**src/rtl/pipe_stage_elastic.sv**
```systemverilog
// DEPTH-slot collapsing elastic pipeline register with valid/ready, flush and stall hold.
// Optional stall-cycle counter on stall_cnt_o is enabled by defining PIPE_STALL_CNT_EN.
module pipe_stage_elastic #(
  parameter int unsigned DATA_W = 64,
  parameter int unsigned RD_W   = 5,
  parameter int unsigned CTRL_W = 2,
  parameter int unsigned DEPTH  = 1
) (
  input  logic              clk_i,
  input  logic              rst_i,
  input  logic              in_valid_i,
  output logic              in_ready_o,
  input  logic [DATA_W-1:0] data_i,
  input  logic [RD_W-1:0]   rd_i,
  input  logic [CTRL_W-1:0] ctrl_i,
  input  logic              flush_i,
  output logic              out_valid_o,
  input  logic              out_ready_i,
  output logic [DATA_W-1:0] data_o,
  output logic [RD_W-1:0]   rd_o,
  output logic [CTRL_W-1:0] ctrl_o,
  output logic [2:0]        occ_o
`ifdef PIPE_STALL_CNT_EN
  ,
  output logic [15:0]       stall_cnt_o
`endif
);

  if (DEPTH < 1 || DEPTH > 4) begin : g_depth_check
    $error("pipe_stage_elastic: DEPTH must be in 1..4");
  end

  logic [DEPTH-1:0]  v_q, v_d, adv;
  logic [DATA_W-1:0] data_q [DEPTH];
  logic [DATA_W-1:0] data_d [DEPTH];
  logic [RD_W-1:0]   rd_q   [DEPTH];
  logic [RD_W-1:0]   rd_d   [DEPTH];
  logic [CTRL_W-1:0] ctrl_q [DEPTH];
  logic [CTRL_W-1:0] ctrl_d [DEPTH];
  logic [2:0]        occ_q, occ_d;
  logic              chain;

  // A slot may advance when it is empty or everything ahead of it advances.
  always_comb begin
    adv   = '0;
    chain = out_ready_i;
    for (int unsigned i = 0; i < DEPTH; i++) begin
      chain              = ~v_q[DEPTH-1-i] | chain;
      adv[DEPTH-1-i]     = chain;
    end
  end

  always_comb begin
    v_d    = v_q;
    data_d = data_q;
    rd_d   = rd_q;
    ctrl_d = ctrl_q;
    if (flush_i) begin
      v_d = '0;
      for (int unsigned i = 0; i < DEPTH; i++) begin
        ctrl_d[i] = '0;
      end
    end else begin
      for (int unsigned k = 1; k < DEPTH; k++) begin
        if (adv[k]) begin
          v_d[k]    = v_q[k-1];
          data_d[k] = data_q[k-1];
          rd_d[k]   = rd_q[k-1];
          ctrl_d[k] = ctrl_q[k-1];
        end
      end
      if (adv[0]) begin
        v_d[0] = in_valid_i;
        if (in_valid_i) begin
          data_d[0] = data_i;
          rd_d[0]   = rd_i;
          ctrl_d[0] = ctrl_i;
        end
      end
    end
  end

  always_comb begin
    occ_d = '0;
    for (int unsigned i = 0; i < DEPTH; i++) begin
      occ_d = occ_d + 3'(v_d[i]);
    end
  end

  always_ff @(posedge clk_i or negedge rst_i) begin
    if (!rst_i) begin
      v_q   <= '0;
      occ_q <= '0;
      for (int unsigned i = 0; i < DEPTH; i++) begin
        data_q[i] <= '0;
        rd_q[i]   <= '0;
        ctrl_q[i] <= '0;
      end
    end else begin
      v_q    <= v_d;
      occ_q  <= occ_d;
      data_q <= data_d;
      rd_q   <= rd_d;
      ctrl_q <= ctrl_d;
    end
  end

  assign in_ready_o  = flush_i | adv[0];
  assign out_valid_o = v_q[DEPTH-1];
  assign data_o      = data_q[DEPTH-1];
  assign rd_o        = rd_q[DEPTH-1];
  assign ctrl_o      = v_q[DEPTH-1] ? ctrl_q[DEPTH-1] : '0;
  assign occ_o       = occ_q;

`ifdef PIPE_STALL_CNT_EN
  logic [15:0] stall_cnt_q, stall_cnt_d;

  always_comb begin
    stall_cnt_d = stall_cnt_q;
    if (flush_i) begin
      stall_cnt_d = '0;
    end else if (out_valid_o && !out_ready_i && stall_cnt_q != '1) begin
      stall_cnt_d = stall_cnt_q + 16'd1;
    end
  end

  always_ff @(posedge clk_i or negedge rst_i) begin
    if (!rst_i) begin
      stall_cnt_q <= '0;
    end else begin
      stall_cnt_q <= stall_cnt_d;
    end
  end

  assign stall_cnt_o = stall_cnt_q;
`endif

endmodule

```
**config.mk**
```make
export PLATFORM = sky130hd
export DESIGN_NAME = pipe_stage_elastic
export DESIGN_NICKNAME = d
export VERILOG_FILES = /design/src/rtl/pipe_stage_elastic.sv
export SDC_FILE = /design/constraint.sdc
export NUM_CORES = 1
export LEC_CHECK = 0
export ABC_AREA = 1
export BUFFER_PORTS_ARGS = -buffer_cell sky130_fd_sc_hd__buf_2
export CORE_MARGIN = 2
export CORE_UTILIZATION = 30
export CTS_CLUSTER_DIAMETER = 150
export DETAILED_ROUTE_END_ITERATION = 16
export PLACE_DENSITY_LB_ADDON = 0.05
export SLEW_MARGIN = 10
export SYNTH_ARGS = -nofsm -noshare
export SYNTH_HDL_FRONTEND = slang
export SYNTH_SLANG_ARGS = --single-unit
export TNS_END_PERCENT = 1
```
**constraint.sdc**
```tcl
create_clock -name clk_i -period 0.96 [get_ports clk_i]
set_input_delay 0.144 -clock clk_i [delete_from_list [all_inputs] [get_ports clk_i]]
set_output_delay 0.144 -clock clk_i [all_outputs]
set_load 0.005 [all_outputs]
```
==> results.py <==
metrics = {
    "outcome": {
        "status": "finished, violations left",
        "violations": "negative setup slack",
    },
    "power": {
        "p_leak_nw": 2.39,
        "p_int_mw": 5.32,
        "finalPower_mw": 7.36,
        "vdd_drop_max_mv": 0.719,
        "seqPwrFrac_pct": 50.3,
        "power_per_cell_area_mw_per_mm2": 1800,
        "clkPwrFrac_pct": 30.4,
        "switchingPower_mw": 2.04,
        "combinationalPowerShare_pct": 19.4,
        "swShare_pct": 27.7,
    },
    "timing": {
        "rsz0062_at_grt": "true",
        "report.final.hold_viol_count": 0,
        "final.setup.worst_slack_ns": -0.245,
        "fmax_mhz": 830,
        "period_share_pct": 126,
        "layout_min_cycle_time_ns": 1.20,
        "report.final.slew_viol_count": 0,
        "finalSetupViolCount": 145,
        "fin_skew_ns": 0.0105,
    },
    "setup_path": {
        "cp-start-kind": "flip-flop",
        "cp_slowest_stage_delay_ns": 0.41,
        "crit_chain": "buf_6 -> nand3_2 -> buf_6",
        "path_common_cell": "buf_6",
        "end_kind": "output pin",
        "rr_worst_depth": 5,
        "crit_fanout": 5,
        "cp_slowest_cell": "dfrtp_2",
        "cp.required_ns": 0.82,
        "critical_path_class": "reg -> out",
        "worstPathArrival_ns": 1.06,
    },
    "floorplanning": {
        "die_w_microns": 103,
        "row_count": 36,
        "dieArea_sq_mm": 0.0106,
        "dieHeight_microns": 103,
        "initial_utilization_pct": 30.5,
        "core_sq_mm": 0.00964,
        "pin_count": 152,
    },
    "final_layout": {
        "fillers": 1021,
        "instances_no_fill": 609,
        "final_common_cell": "buf_2",
        "final_nets": 549,
        "drive_gt1_share_pct": 38.7,
        "n_antenna_cell": 0,
        "synthToLayoutAreaGrowth_pct": 39.3,
        "fin_area_sq_mm": 0.00409,
        "layout_common_cells": "145 x buf_2, 142 x nand2_1, 73 x nand3_1, 71 x dfrtp_1, 9 x clkbuf_8",
        "utilization_pct": 42.4,
    },
    "global_routing": {
        "grt_pass1_vias": 2517,
        "overflow": 0,
        "antenna_found_initial": 0,
        "grt_start_max_net_pins": 46,
        "grt_usage_pct": 15.4,
        "grt_pass1_wl_mm": 12.5,
    },
    "detailed_routing": {
        "routedWlPerCell_microns": 13.0,
        "first_pass_iters": 4,
        "drcViolationCount": 0,
        "detail_route.vias_per_cell": 4.33,
        "wl_mm": 7.95,
        "drt.antenna.violating_nets": 0,
        "route.vias.total": 2636,
        "drt_iter0_drc": 84,
    },
    "synthesis": {
        "syn_inst": 323,
        "yosysSeqAreaShare_pct": 61.4,
        "synth.cell_area_sq_mm": 0.00294,
        "syn_area_per_cell_sq_um": 9.09,
        "synth.ff_latch_count": 72,
        "yosysUniqueCellTypes": 12,
        "yosys_warnings": 0,
    },
    "run": {
        "drv_cap": 0,
    },
    "place": {
        "dp_cells": 593,
        "hpwl_mm": 5.33,
        "pre_cts_ws_ns": -0.0845,
        "gp_congestion": 0.713,
        "io_buffers": 149,
        "dpl_cell_area_sq_mm": 0.00385,
    },
    "clock_tree": {
        "clkLatencyLatePin_ns": 0.34,
        "cts_max_level": 3,
        "cts_tree": "done",
        "clk_path_buf_depth": 2,
        "numCtsBuffers": 9,
        "clk_root_buffer_cell": "clkbuf_8",
        "clock_sinks": 72,
        "clk_pin_slew_worst_paths_ns": 0.08,
    },
    "min_path": {
        "hold-path-cell-count": 3,
        "hp-class": "in -> reg",
    },
}
## path summary, 6_finish.rpt
check                           start          to  slack, ns
min                        data_i[42]  data_o[42]       0.03
max                          occ_o[0]  in_ready_o      -0.24
max reg2reg                  occ_o[0]  data_o[16]      -0.18
max in group asynchronous       rst_i  data_o[33]       0.44
min reg2reg                data_o[23]  data_o[23]       0.46
min in group asynchronous       rst_i  data_o[58]       0.31
## cell type report
| cell class | instances | area [sq um] | share of cell area, % |
|---|---|---|---|
| Timing Repair Buffer | 162 | 953 | 23.3 |
| Inverter | 5 | 18.8 | 0.459 |
| Clock buffer | 10 | 128 | 3.12 |
| Clock inverter | 4 | 47.5 | 1.16 |
| Tap cell | 133 | 166 | 4.07 |
| Sequential cell | 72 | 1800 | 44.1 |
| Multi-Input combinational cell | 223 | 972 | 23.8 |
## cells by family (layout without fill, tap and decap cells)
group         Yosys count  count (layout)  share of synthesized area (%)
buf+inv                29             181                           6.48
other cells             1               2                          0.128
simple gates          221             221                           32.0
flops                  72              72                           61.4
## flip-flops by register name, indices dropped and copies added, names as in the netlist
| signal | cells |
|---|---|
| occ_o | 1 |
| ctrl_q | 2 |
| data_o | 64 |
| rd_o | 5 |
## Yosys cell counts
cell     count  area, sq um
nand2_1    144          541
nand3_1     74          370
dfrtp_1     72         1800
buf_2       14         70.1
buf_6        7         78.8
inv_1        4         15.0
buf_4        3         22.5
conb_1       1         3.75
inv_2        1         3.75
nand2_2      1         6.26
nand2_4      1         11.3
nor2_4       1         11.3
## per-layer routing
layer | global-route usage [%] | part of all wire, % | wire (microns) | vias to the layer above
met5 | 0 | 0 | 0 | -
met3 | 4.00 | 7.1 | 568 | 12
met4 | 6.38 | 1.7 | 138 | 0
met2 | 23.6 | 46 | 3630 | 91
li1 | - | - | - | 1320
met1 | 20.7 | 45 | 3610 | 1213
## power by group through the flow
stage	registers, mW	logic [mW]	clock network [mW]
finish	3.70	1.42	2.23
global placement	3.75	1.42	0
CTS	3.70	1.45	2.33
floorplan	3.80	0.551	0
global route	3.75	1.64	2.46
detailed placement	3.75	1.44	0
## repair_timing
action | in CTS | in global routing
setup buffers | 1 | 0
hold endpoints to repair | 72 | 0
resized for setup | 7 | 6
hold buffers | 1 | 0
endpoints found under the setup margin | 145 | 145
## worst max-delay path: cells and delay by family, from the launching register on
kind                   cells  cell delay [ns]
AND/OR/NAND/NOR            1             0.08
buffers and inverters      2             0.24
flip-flops                 1             0.41
## through the flow
step / hold slack, ns / TNS [ns]
after floorplan: -0.152 / -1.17
after global placement: 0.138 / -3.06
after detailed placement: 0.137 / -3.78
after CTS: 0.00808 / -16.26
after global routing: 0.0117 / -23.37
final: 0.0260 / -13.74
No activity file was read; power rests on OpenSTA's default activity.
